===== src/rtl/mem_host_port_pkg.sv =====
// Shared widths, FSM state encoding and memory control encodings for the
// host load/dump port of the 128x52 register-file memory.
package mem_host_port_pkg;

  localparam int DW = 52;
  localparam int AW = 7;
  localparam logic [AW-1:0] LAST_ADDR = 7'd127;

  typedef enum logic [2:0] {
    ST_IDLE    = 3'd0,
    ST_LOAD    = 3'd1,
    ST_RD_REQ  = 3'd2,
    ST_RD_WAIT = 3'd3,
    ST_OUT     = 3'd4
  } state_t;

  // {NCE, NWRT}, both active-low
  localparam logic [1:0] MEM_IDLE = 2'b11;
  localparam logic [1:0] MEM_RD   = 2'b01;
  localparam logic [1:0] MEM_WR   = 2'b00;

endpackage


===== src/rtl/mem_addr_counter.sv =====
// Word address counter for the host port: clear has priority over increment,
// and o_last flags the final word so the FSM can end the transfer.
module mem_addr_counter
  import mem_host_port_pkg::*;
(
  input  logic          clk,
  input  logic          rstn,
  input  logic          i_clr,
  input  logic          i_inc,
  output logic [AW-1:0] o_addr,
  output logic          o_last
);

  logic [AW-1:0] r_addr;

  always_ff @(posedge clk) begin
    if (!rstn) begin
      r_addr <= '0;
    end else if (i_clr) begin
      r_addr <= '0;
    end else if (i_inc) begin
      r_addr <= r_addr + AW'(1);
    end
  end

  assign o_addr = r_addr;
  assign o_last = (r_addr == LAST_ADDR);

endmodule


===== src/rtl/mem_host_port.sv =====
// Host-side load/dump port: streams a 128-word image into the memory (1 word/cycle)
// and streams it back out (3 cycles/word: request, capture, present).
module mem_host_port
  import mem_host_port_pkg::*;
(
  input  logic          clk,
  input  logic          rstn,
  input  logic          start_load,
  input  logic          start_dump,
  input  logic          in_valid,
  input  logic [DW-1:0] in_data,
  output logic          in_ready,
  output logic          out_valid,
  output logic [DW-1:0] out_data,
  input  logic          out_ready,
  output logic          busy,
  output logic          done,
  output logic [4:0]    RA,
  output logic [1:0]    CA,
  output logic          NWRT,
  output logic          NCE,
  output logic [DW-1:0] DIN,
  input  logic [DW-1:0] DO
);

  state_t        r_state;
  logic          r_done;
  logic [DW-1:0] r_out_data;

  logic [AW-1:0] w_addr;
  logic          w_last;
  logic          w_load_acc;
  logic          w_out_acc;
  logic          w_term;
  logic          w_clr;
  logic          w_inc;
  logic [1:0]    w_mem_ctl;

  assign w_load_acc = (r_state == ST_LOAD) && in_valid;
  assign w_out_acc  = (r_state == ST_OUT) && out_ready;
  assign w_term     = (w_load_acc || w_out_acc) && w_last;
  assign w_inc      = (w_load_acc || w_out_acc) && !w_last;
  assign w_clr      = ((r_state == ST_IDLE) && (start_load || start_dump)) || w_term;

  mem_addr_counter u_addr (
    .clk    (clk),
    .rstn   (rstn),
    .i_clr  (w_clr),
    .i_inc  (w_inc),
    .o_addr (w_addr),
    .o_last (w_last)
  );

  // Gated by rstn so a word in flight when reset hits is never written.
  always_comb begin
    w_mem_ctl = MEM_IDLE;
    if (rstn) begin
      case (r_state)
        ST_LOAD:   w_mem_ctl = in_valid ? MEM_WR : MEM_IDLE;
        ST_RD_REQ: w_mem_ctl = MEM_RD;
        default:   w_mem_ctl = MEM_IDLE;
      endcase
    end
  end

  always_ff @(posedge clk) begin
    if (!rstn) begin
      r_state    <= ST_IDLE;
      r_done     <= 1'b0;
      r_out_data <= '0;
    end else begin
      r_done <= w_term;
      case (r_state)
        ST_IDLE: begin
          if (start_load) begin
            r_state <= ST_LOAD;
          end else if (start_dump) begin
            r_state <= ST_RD_REQ;
          end
        end
        ST_LOAD: begin
          if (w_term) r_state <= ST_IDLE;
        end
        ST_RD_REQ: r_state <= ST_RD_WAIT;
        ST_RD_WAIT: begin
          r_out_data <= DO;
          r_state    <= ST_OUT;
        end
        ST_OUT: begin
          if (out_ready) r_state <= w_last ? ST_IDLE : ST_RD_REQ;
        end
        default: r_state <= ST_IDLE;
      endcase
    end
  end

  assign {NCE, NWRT} = w_mem_ctl;
  assign RA          = w_addr[AW-1:2];
  assign CA          = w_addr[1:0];
  assign DIN         = (r_state == ST_LOAD) ? in_data : '0;
  assign in_ready    = (r_state == ST_LOAD);
  assign out_valid   = (r_state == ST_OUT);
  assign busy        = (r_state != ST_IDLE);
  assign done        = r_done;
  assign out_data    = r_out_data;

endmodule


===== config.mk =====
export PLATFORM = sky130hd
export DESIGN_NAME = mem_host_port
export DESIGN_NICKNAME = d
export VERILOG_FILES = /design/src/rtl/mem_host_port_pkg.sv /design/src/rtl/mem_addr_counter.sv /design/src/rtl/mem_host_port.sv
export SDC_FILE = /design/constraint.sdc
export NUM_CORES = 1
export LEC_CHECK = 0
export ABC_AREA = 1
export ABC_CLOCK_PERIOD_IN_PS = 2000
export BUFFER_PORTS_ARGS = -buffer_cell sky130_fd_sc_hd__buf_2
export CORE_MARGIN = 8
export CORE_UTILIZATION = 25
export DETAILED_ROUTE_END_ITERATION = 8
export SLEW_MARGIN = 20
export SYNTH_ARGS = -nofsm -noshare
export SYNTH_HDL_FRONTEND = slang
export SYNTH_SLANG_ARGS = --single-unit

===== constraint.sdc =====
create_clock -name clk -period 2 [get_ports clk]
set_input_delay 0.3 -clock clk [delete_from_list [all_inputs] [get_ports clk]]
set_output_delay 0.3 -clock clk [all_outputs]
set_load 0.02 [all_outputs]

==> results of run 1 <==
==> layout by cell type (no fill, tap or decap) <==
cell type                     n
sky130_fd_sc_hd__nand4_1      1
sky130_fd_sc_hd__o211ai_1     1
sky130_fd_sc_hd__clkinv_2     2
sky130_fd_sc_hd__nor2_1     165
sky130_fd_sc_hd__buf_2      226
sky130_fd_sc_hd__clkbuf_1     1
sky130_fd_sc_hd__buf_12       1
sky130_fd_sc_hd__clkbuf_16    9
sky130_fd_sc_hd__ha_1         1
sky130_fd_sc_hd__clkbuf_8     1
sky130_fd_sc_hd__nand3_2      1
sky130_fd_sc_hd__xor2_1       2
sky130_fd_sc_hd__a21oi_1      4
sky130_fd_sc_hd__o21ai_0     54
sky130_fd_sc_hd__buf_4        5
sky130_fd_sc_hd__nand2_4      2
sky130_fd_sc_hd__inv_1       66
sky130_fd_sc_hd__inv_2        1
sky130_fd_sc_hd__nand3_4      1
sky130_fd_sc_hd__bufinv_16    2
sky130_fd_sc_hd__nor3_1       3
sky130_fd_sc_hd__dfxtp_1     63
sky130_fd_sc_hd__nand2_2      1
sky130_fd_sc_hd__nand2_1     29
sky130_fd_sc_hd__nand3_1     12
sky130_fd_sc_hd__a21oi_2      5
sky130_fd_sc_hd__nand3b_1     1
==> logic make-up after synthesis <==
group / after synthesis
simple gates: 216
compound gates: 64
buf+inv: 90
flops: 63
fa+ha+maj: 1
xor+xnor: 2
==> power groups by stage <==
stage          logic, mW  clock network [mW]  registers (mW)
2_1_floorplan      0.431                   0            1.45
3_3_place_gp       0.825                   0            1.38
3_5_place_dp       0.833                   0            1.39
4_1_cts            0.836                1.68            1.36
5_1_grt            0.909                1.74            1.37
6_report           0.821                1.63            1.36
==> worst max-delay path: stages, from the launching register on <==
cell                      delay, ns
sky130_fd_sc_hd__dfxtp_1       0.45
sky130_fd_sc_hd__nor2_1        0.10
sky130_fd_sc_hd__nand2_1       0.11
sky130_fd_sc_hd__buf_12        0.22
sky130_fd_sc_hd__inv_1         0.11
sky130_fd_sc_hd__nand3_1       0.08
sky130_fd_sc_hd__buf_2         0.17
==> worst paths after layout <==
kind / end / slack [ns] / cells after the start
max: NWRT / 0.13 / 6
min: out_data[12] / 0.23 / 3
max reg2reg: u_addr.o_addr[5] / 0.54 / 7
min reg2reg: out_data[21] / 0.47 / 2
==> layout make-up <==
class                      instances  area (sq um)  share of cell area
clock buffer                      11           243              0.0547
clock inverter                     4          70.1              0.0158
multi-input combinational        283          1240               0.281
sequential                        63          1260               0.284
timing repair buffer             232          1190               0.268
inverter                          67           251              0.0567
tap                              143           179              0.0403
==> state kept, by name, indices dropped and copies added, names as in the netlist <==
register and count:
r_state 3, out_data 52, u_addr.o_addr 7, done 1
==> synthesized netlist by cell type, types with 2 or more instances <==
cell,instances
sky130_fd_sc_hd__buf_2,11
sky130_fd_sc_hd__xor2_1,2
sky130_fd_sc_hd__o21ai_0,54
sky130_fd_sc_hd__nor2_1,165
sky130_fd_sc_hd__nor3_1,3
sky130_fd_sc_hd__dfxtp_1,63
sky130_fd_sc_hd__inv_1,66
sky130_fd_sc_hd__nand2_1,29
sky130_fd_sc_hd__a21oi_2,5
sky130_fd_sc_hd__a21oi_1,4
sky130_fd_sc_hd__clkbuf_1,11
sky130_fd_sc_hd__nand2_4,2
sky130_fd_sc_hd__nand3_1,12
==> layer usage <==
layer  vias up  track usage  wire length (um)
li1       1750            -                 -
met1      1495        0.131              3750
met2       162        0.230              4980
met3         4       0.0653              1550
met4         0       0.0388                68
met5         -            0                 0
==> through the flow <==
| stage | area, sq um | setup WS, ns | util | cells |
|---|---|---|---|---|
| after floorplan | 2860 | 0.519 | - | 436 |
| after global placement | 4130 | 0.517 | 0.366 | 788 |
| after detailed placement | 4130 | 0.455 | 0.366 | 788 |
| after CTS | 4440 | 0.105 | 0.394 | 803 |
| after global routing | 4440 | 0.0221 | 0.394 | 803 |
| final | 4440 | 0.132 | 0.394 | 803 |
==> reports/summary.log, run 1 <==
[synth] Post-synth ARST share 0
[synth] fraction of synthesized cell area in xor and xnor cells 0.00613
[synth] area share of fa/ha/maj cells after synthesis 0.00438
[sta] worst slew pin tran 0.459 ns
[power] post-route total power 3.82 mW
[worst_setup_path] Worst Setup End Kind output port
[floorplan] Die Height 123 um
[synth] ys flop type sky130_fd_sc_hd__dfxtp_1
[sta] crit path time final 1.87 ns
[cells_and_area] Synth-to-Final Area Change 55.2%
[synth] share of the yosys chip area belonging to registers 0.441
[worst_setup_path] WP data arrival 1.57 ns
[synth] Yosys Warn Count 0
[status] run status finished clean
[power] Seq pwr share 0.357
[synth] combinational family with the most area after synthesis simple AND/OR/NAND/NOR gates
[synth] number of different library cells in the post-synthesis netlist 22
[power] cell internal pwr 2.73 mW
[grt] global-route wire length before repair 15900 um
[clocking] Clock Tree Buf Depth 2
[floorplan] # IOs 227
[sta] Hold Worst Slack 0.234 ns
[worst_setup_path] Reg2Reg Launch Point u_addr.o_addr[0]
[worst_setup_path] required time at the endpoint of the critical path 1.70 ns
[clocking] total setup buffers inserted after CTS 0
[power] Switching Power 1.09 mW
[worst_setup_path] start-to-end type of the worst setup path reg2out
[clocking] clock root buffer master sky130_fd_sc_hd__clkbuf_16
[detailed_routing] Via-to-Cell Ratio 4.25
[sta] Total Neg Setup Slack 0 ns
[worst_setup_path] largest fanout of any net on the critical path 53
[clocking] H-Tree Level Count 3
[sta] Slew Limit Headroom 0.692
[detailed_routing] routed wire length per instance 12.9 um
[grt] overflow left after global routing 0
[place] # port buffers 226
[synth] leading post-synthesis cells by cell area sky130_fd_sc_hd__dfxtp_1 (44%), sky130_fd_sc_hd__nor2_1 (22%), sky130_fd_sc_hd__o21ai_0 (9.5%), sky130_fd_sc_hd__inv_1 (8.7%), sky130_fd_sc_hd__nand2_1 (3.8%)
[floorplan] Chip Width 123 um
[cells_and_area] layout cell share with drive strength beyond 1 0.389
[sta] worst-case clock skew 0.00414 ns
[clocking] Clock Pin Slew Worst Setup and Hold Paths 0.05 ns
[detailed_routing] DRC 0
[power] worst-case vdd ir drop 0.000458 V
[cells_and_area] Antenna Diode Count 0
[detailed_routing] residual antenna-violating net count after detailed routing 0
[place] last weighted congestion value of the routability-driven placer 0.849
[sta] final cycle utilization of the critical path 0.934
[synth] number of flops mapped to enable cells by yosys 0
[worst_setup_path] type of element launching the critical path flop
[synth] post-synthesis instance total 436
[power] share of total power consumed by net switching 0.285
[sta] final number of setup-violating endpoints 0
[synth] Post-Synthesis Net Count 547
[place] half-perimeter wire length of the detailed placement result 8360 um
[cells_and_area] number of fill cells 1206
[clocking] TritonCTS clock tree done
[hold_path] class of the tightest hold or removal check in2reg
[power] Power Dens Cells 860 mW/mm^2
[floorplan] row count 39
[floorplan] initial cell density of the core 0.254
[synth] total of flip-flops plus latches after synthesis 63
[synth] Post-Syn Area 0.00286 sq mm
[cells_and_area] final layout net count 767
[power] P_leak 2.54 nW
[detailed_routing] total routed wirelength 10300 um
[power] fraction of power consumed by combinational cells 0.215
[floorplan] area inside the core boundary 0.0113 sq mm
[sta] RSZ-0062 raised after global routing no
[clocking] CTS hold repair buffers 0
[sta] count of final hold-check violations 0
[clocking] number of clock sinks 63
[power] power share of the clock group 0.428
[synth] dominant cell type by area after synthesis sky130_fd_sc_hd__dfxtp_1
[clocking] insertion delay of the later-clocked pin in the worst-skew pair 0.32 ns
[job] Max Cap Viol 0
[detailed_routing] number of DRC markers in iteration 0 112
[hold_path] startpoint of the tightest hold check path DO[12]
[sta] Final Max Tran Viols 0
[clocking] CTS buffer count 9
[grt] pin count of the biggest net entering global routing 54
[clocking] post-cts repair resize count 0
[detailed_routing] total via count in the routed design 3411
[grt] number of antenna violations at the first check in global routing 0
[synth] mean area per synthesized cell 6.56 sq um
[detailed_routing] detailed-routing iteration count for the pre-antenna-repair pass 5
[grt] via count of the first global-routing pass 3372
[worst_setup_path] source of the critical timing path r_state[1]
[sta] peak clock frequency supported by timing 535 MHz
[synth] share of the synthesized area in compound gates (AO/OA/AOI/OAI) 0.119
[synth] fraction of post-synthesis cell area in the top cell type by area 0.441
[synth] portion of netlist area occupied by mux cells 0
[synth] post-synthesis share of cell area spent on and, or, nand and nor gates 0.305
[floorplan] die footprint 0.0151 sq mm
[grt] combined global-route utilization of all metal layers 0.130
No activity file was read; power rests on OpenSTA's default activity.
==> run 2, diff against run 1 <==
--- a/config.mk
+++ b/config.mk
@@ -11,6 +11,7 @@
 export CORE_MARGIN = 8
 export CORE_UTILIZATION = 25
 export DETAILED_ROUTE_END_ITERATION = 8
+export RECOVER_POWER = 25
 export SLEW_MARGIN = 20
 export SYNTH_ARGS = -nofsm -noshare
 export SYNTH_HDL_FRONTEND = slang
==> reports/summary.log, run 2 (synthesis results as in run 1) <==
[worst_setup_path] start-to-end type of the worst setup path reg2out
[clocking] CTS hold repair buffers 0 [unchanged]
[hold_path] startpoint of the tightest hold check path DO[12]
[worst_setup_path] critical-path cell list nor2_1, nand2_1, buf_12, inv_1, nand3_1, buf_2
[sta] minimum setup slack in the final design 0.132 ns [-0.0000890 ns]
[sta] Total Neg Setup Slack 0 ns [unchanged]
[detailed_routing] Via-to-Cell Ratio 4.26 [+0.26%]
[floorplan] initial cell density of the core 0.254 [unchanged]
[sta] peak clock frequency supported by timing 535 MHz [about the same]
[grt] layer carrying the most global-route usage met2
[cells_and_area] most frequent cells in the layout sky130_fd_sc_hd__buf_2 (181), sky130_fd_sc_hd__nor2_1 (165), sky130_fd_sc_hd__inv_1 (66)
[cells_and_area] Largest register FFs 52 [unchanged]
[sta] count of final hold-check violations 0 [unchanged]
[status] run status finished clean
[clocking] post-cts repair resize count 0 [unchanged]
[hold_path] class of the tightest hold or removal check in2reg
[clocking] clock root buffer master sky130_fd_sc_hd__clkbuf_16
[grt] number of antenna violations at the first check in global routing 0 [unchanged]
[floorplan] row count 39 [unchanged]
[cells_and_area] Antenna Diode Count 0 [unchanged]
[clocking] CTS buffer count 9 [unchanged]
[grt] met1 routing resource usage after global routing 0.131 [unchanged]
[grt] via count of the first global-routing pass 3372 [unchanged]
[clocking] number of clock sinks 63 [unchanged]
[detailed_routing] residual antenna-violating net count after detailed routing 0 [unchanged]
[clocking] insertion delay of the later-clocked pin in the worst-skew pair 0.32 ns [about the same]
[worst_setup_path] slowest CP cell sky130_fd_sc_hd__dfxtp_1
[grt] met3 GRT Util 0.0653 [unchanged]
[clocking] H-Tree Level Count 3 [unchanged]
[grt] global-route met2 utilization 0.230 [unchanged]
[grt] global-route wire length before repair 15900 um [unchanged]
[detailed_routing] routed wire length per instance 12.9 um [about the same]
[place] placement-stage worst setup slack 0.455 ns [unchanged]
[detailed_routing] detailed-routing iteration count for the pre-antenna-repair pass 5 [unchanged]
[cells_and_area] final layout net count 767 [unchanged]
[detailed_routing] total routed wirelength 10400 um [about the same]
[worst_setup_path] CP Buf/Inv Count 3 [unchanged]
[clocking] total setup buffers inserted after CTS 0 [unchanged]
[sta] final number of setup-violating endpoints 0 [unchanged]
[clocking] TritonCTS clock tree done
[grt] overflow left after global routing 0 [unchanged]
[cells_and_area] Synth-to-Final Area Change 53.3%
[floorplan] Chip Width 123 um [unchanged]
[grt] pin count of the biggest net entering global routing 54 [unchanged]
[clocking] Clock Tree Buf Depth 2 [unchanged]
[worst_setup_path] required time at the endpoint of the critical path 1.70 ns [about the same]
[sta] final cycle utilization of the critical path 0.934 [about the same]
[worst_setup_path] type of element launching the critical path flop
[sta] Slew Limit Headroom 0.694 [+0.00266]
[power] P_leak 2.34 nW [-7.6%]
[job] Max Cap Viol 0 [unchanged]
[power] Power Dens Cells 869 mW/mm^2 [+0.99%]
[sta] worst-case clock skew 0.00400 ns [-0.000133 ns]
[worst_setup_path] Worst Setup End Kind output port
[detailed_routing] total via count in the routed design 3420 [+0.26%]
[cells_and_area] most common cell after layout, fill and taps aside sky130_fd_sc_hd__buf_2
[worst_setup_path] Reg2Reg Launch Point u_addr.o_addr[0]
[grt] combined global-route utilization of all metal layers 0.130 [unchanged]
[place] # port buffers 226 [unchanged]
[power] worst-case vdd ir drop 0.000459 V [+0.12%]
[place] last weighted congestion value of the routability-driven placer 0.849 [unchanged]
[detailed_routing] DRC 0 [unchanged]
[clocking] Clock Pin Slew Worst Setup and Hold Paths 0.05 ns [about the same]
[cells_and_area] layout cell share with drive strength beyond 1 0.321 [-0.0682]
[worst_setup_path] biggest cell delay along the critical path 0.45 ns [about the same]
[sta] crit path time final 1.87 ns [+0.0000890 ns]
[detailed_routing] number of DRC markers in iteration 0 122 [+8.9%]
[place] half-perimeter wire length of the detailed placement result 8360 um [unchanged]
[floorplan] die footprint 0.0151 sq mm [unchanged]
[floorplan] # IOs 227 [unchanged]
[worst_setup_path] WP data arrival 1.57 ns [about the same]
[sta] RSZ-0062 raised after global routing no
[floorplan] area inside the core boundary 0.0113 sq mm [unchanged]
[sta] Final Max Tran Viols 0 [unchanged]
[worst_setup_path] dominant delay contributor by cell family on the critical path buffers and inverters
[floorplan] Die Height 123 um [unchanged]
[worst_setup_path] source of the critical timing path r_state[1]
[sta] worst slew pin tran 0.455 ns [-0.00395 ns]
[worst_setup_path] largest fanout of any net on the critical path 53 [unchanged]
## run 2: metal layers
layer	wire [um]	vias to the layer above
li1	-	1751
met1	3770	1502
met2	4980	163
met4	68	0
met3	1540	4
met5	0	-
## run 2: through the flow
stage	hold slack (ns)	cell area, sq um	utilization	cells	power, mW
final	0.233	4380	0.389	803	3.81
after global routing	0.238	4380	0.389	803	4.00
after CTS	0.219	4440	0.394	803	3.88
after detailed placement	0.469	4130	0.366	788	2.22
after global placement	0.459	4130	0.366	788	2.21
after floorplan	0.465	2860	-	436	1.88
## run 2: power by group
group / leakage (nW) / switching (mW) / internal (mW)
clock: 0.155 / 0.522 / 1.11
combinational: 1.68 / 0.527 / 0.281
sequential: 0.510 / 0.0419 / 1.32
total: 2.34 / 1.09 / 2.71
## run 2: worst min-delay path: stages
cell,delay (ns)
sky130_fd_sc_hd__buf_2,0.07
sky130_fd_sc_hd__o21ai_0,0.07
sky130_fd_sc_hd__nor2_1,0.07
## run 2: cell type report
cell class / instances / area [sq um]
Fill cell: 1225 / 6890
Tap cell: 143 / 179
Multi-Input combinational cell: 283 / 1240
Inverter: 67 / 251
Clock buffer: 11 / 243
Timing Repair Buffer: 232 / 1130
Clock inverter: 4 / 70.1
Sequential cell: 63 / 1260
## run 2: worst paths after layout
| path | end | slack [ns] | cells after the start |
|---|---|---|---|
| max | NWRT | 0.13 | 6 |
| min | out_data[12] | 0.23 | 3 |
| max reg2reg | u_addr.o_addr[5] | 0.54 | 7 |
| min reg2reg | out_data[21] | 0.48 | 2 |
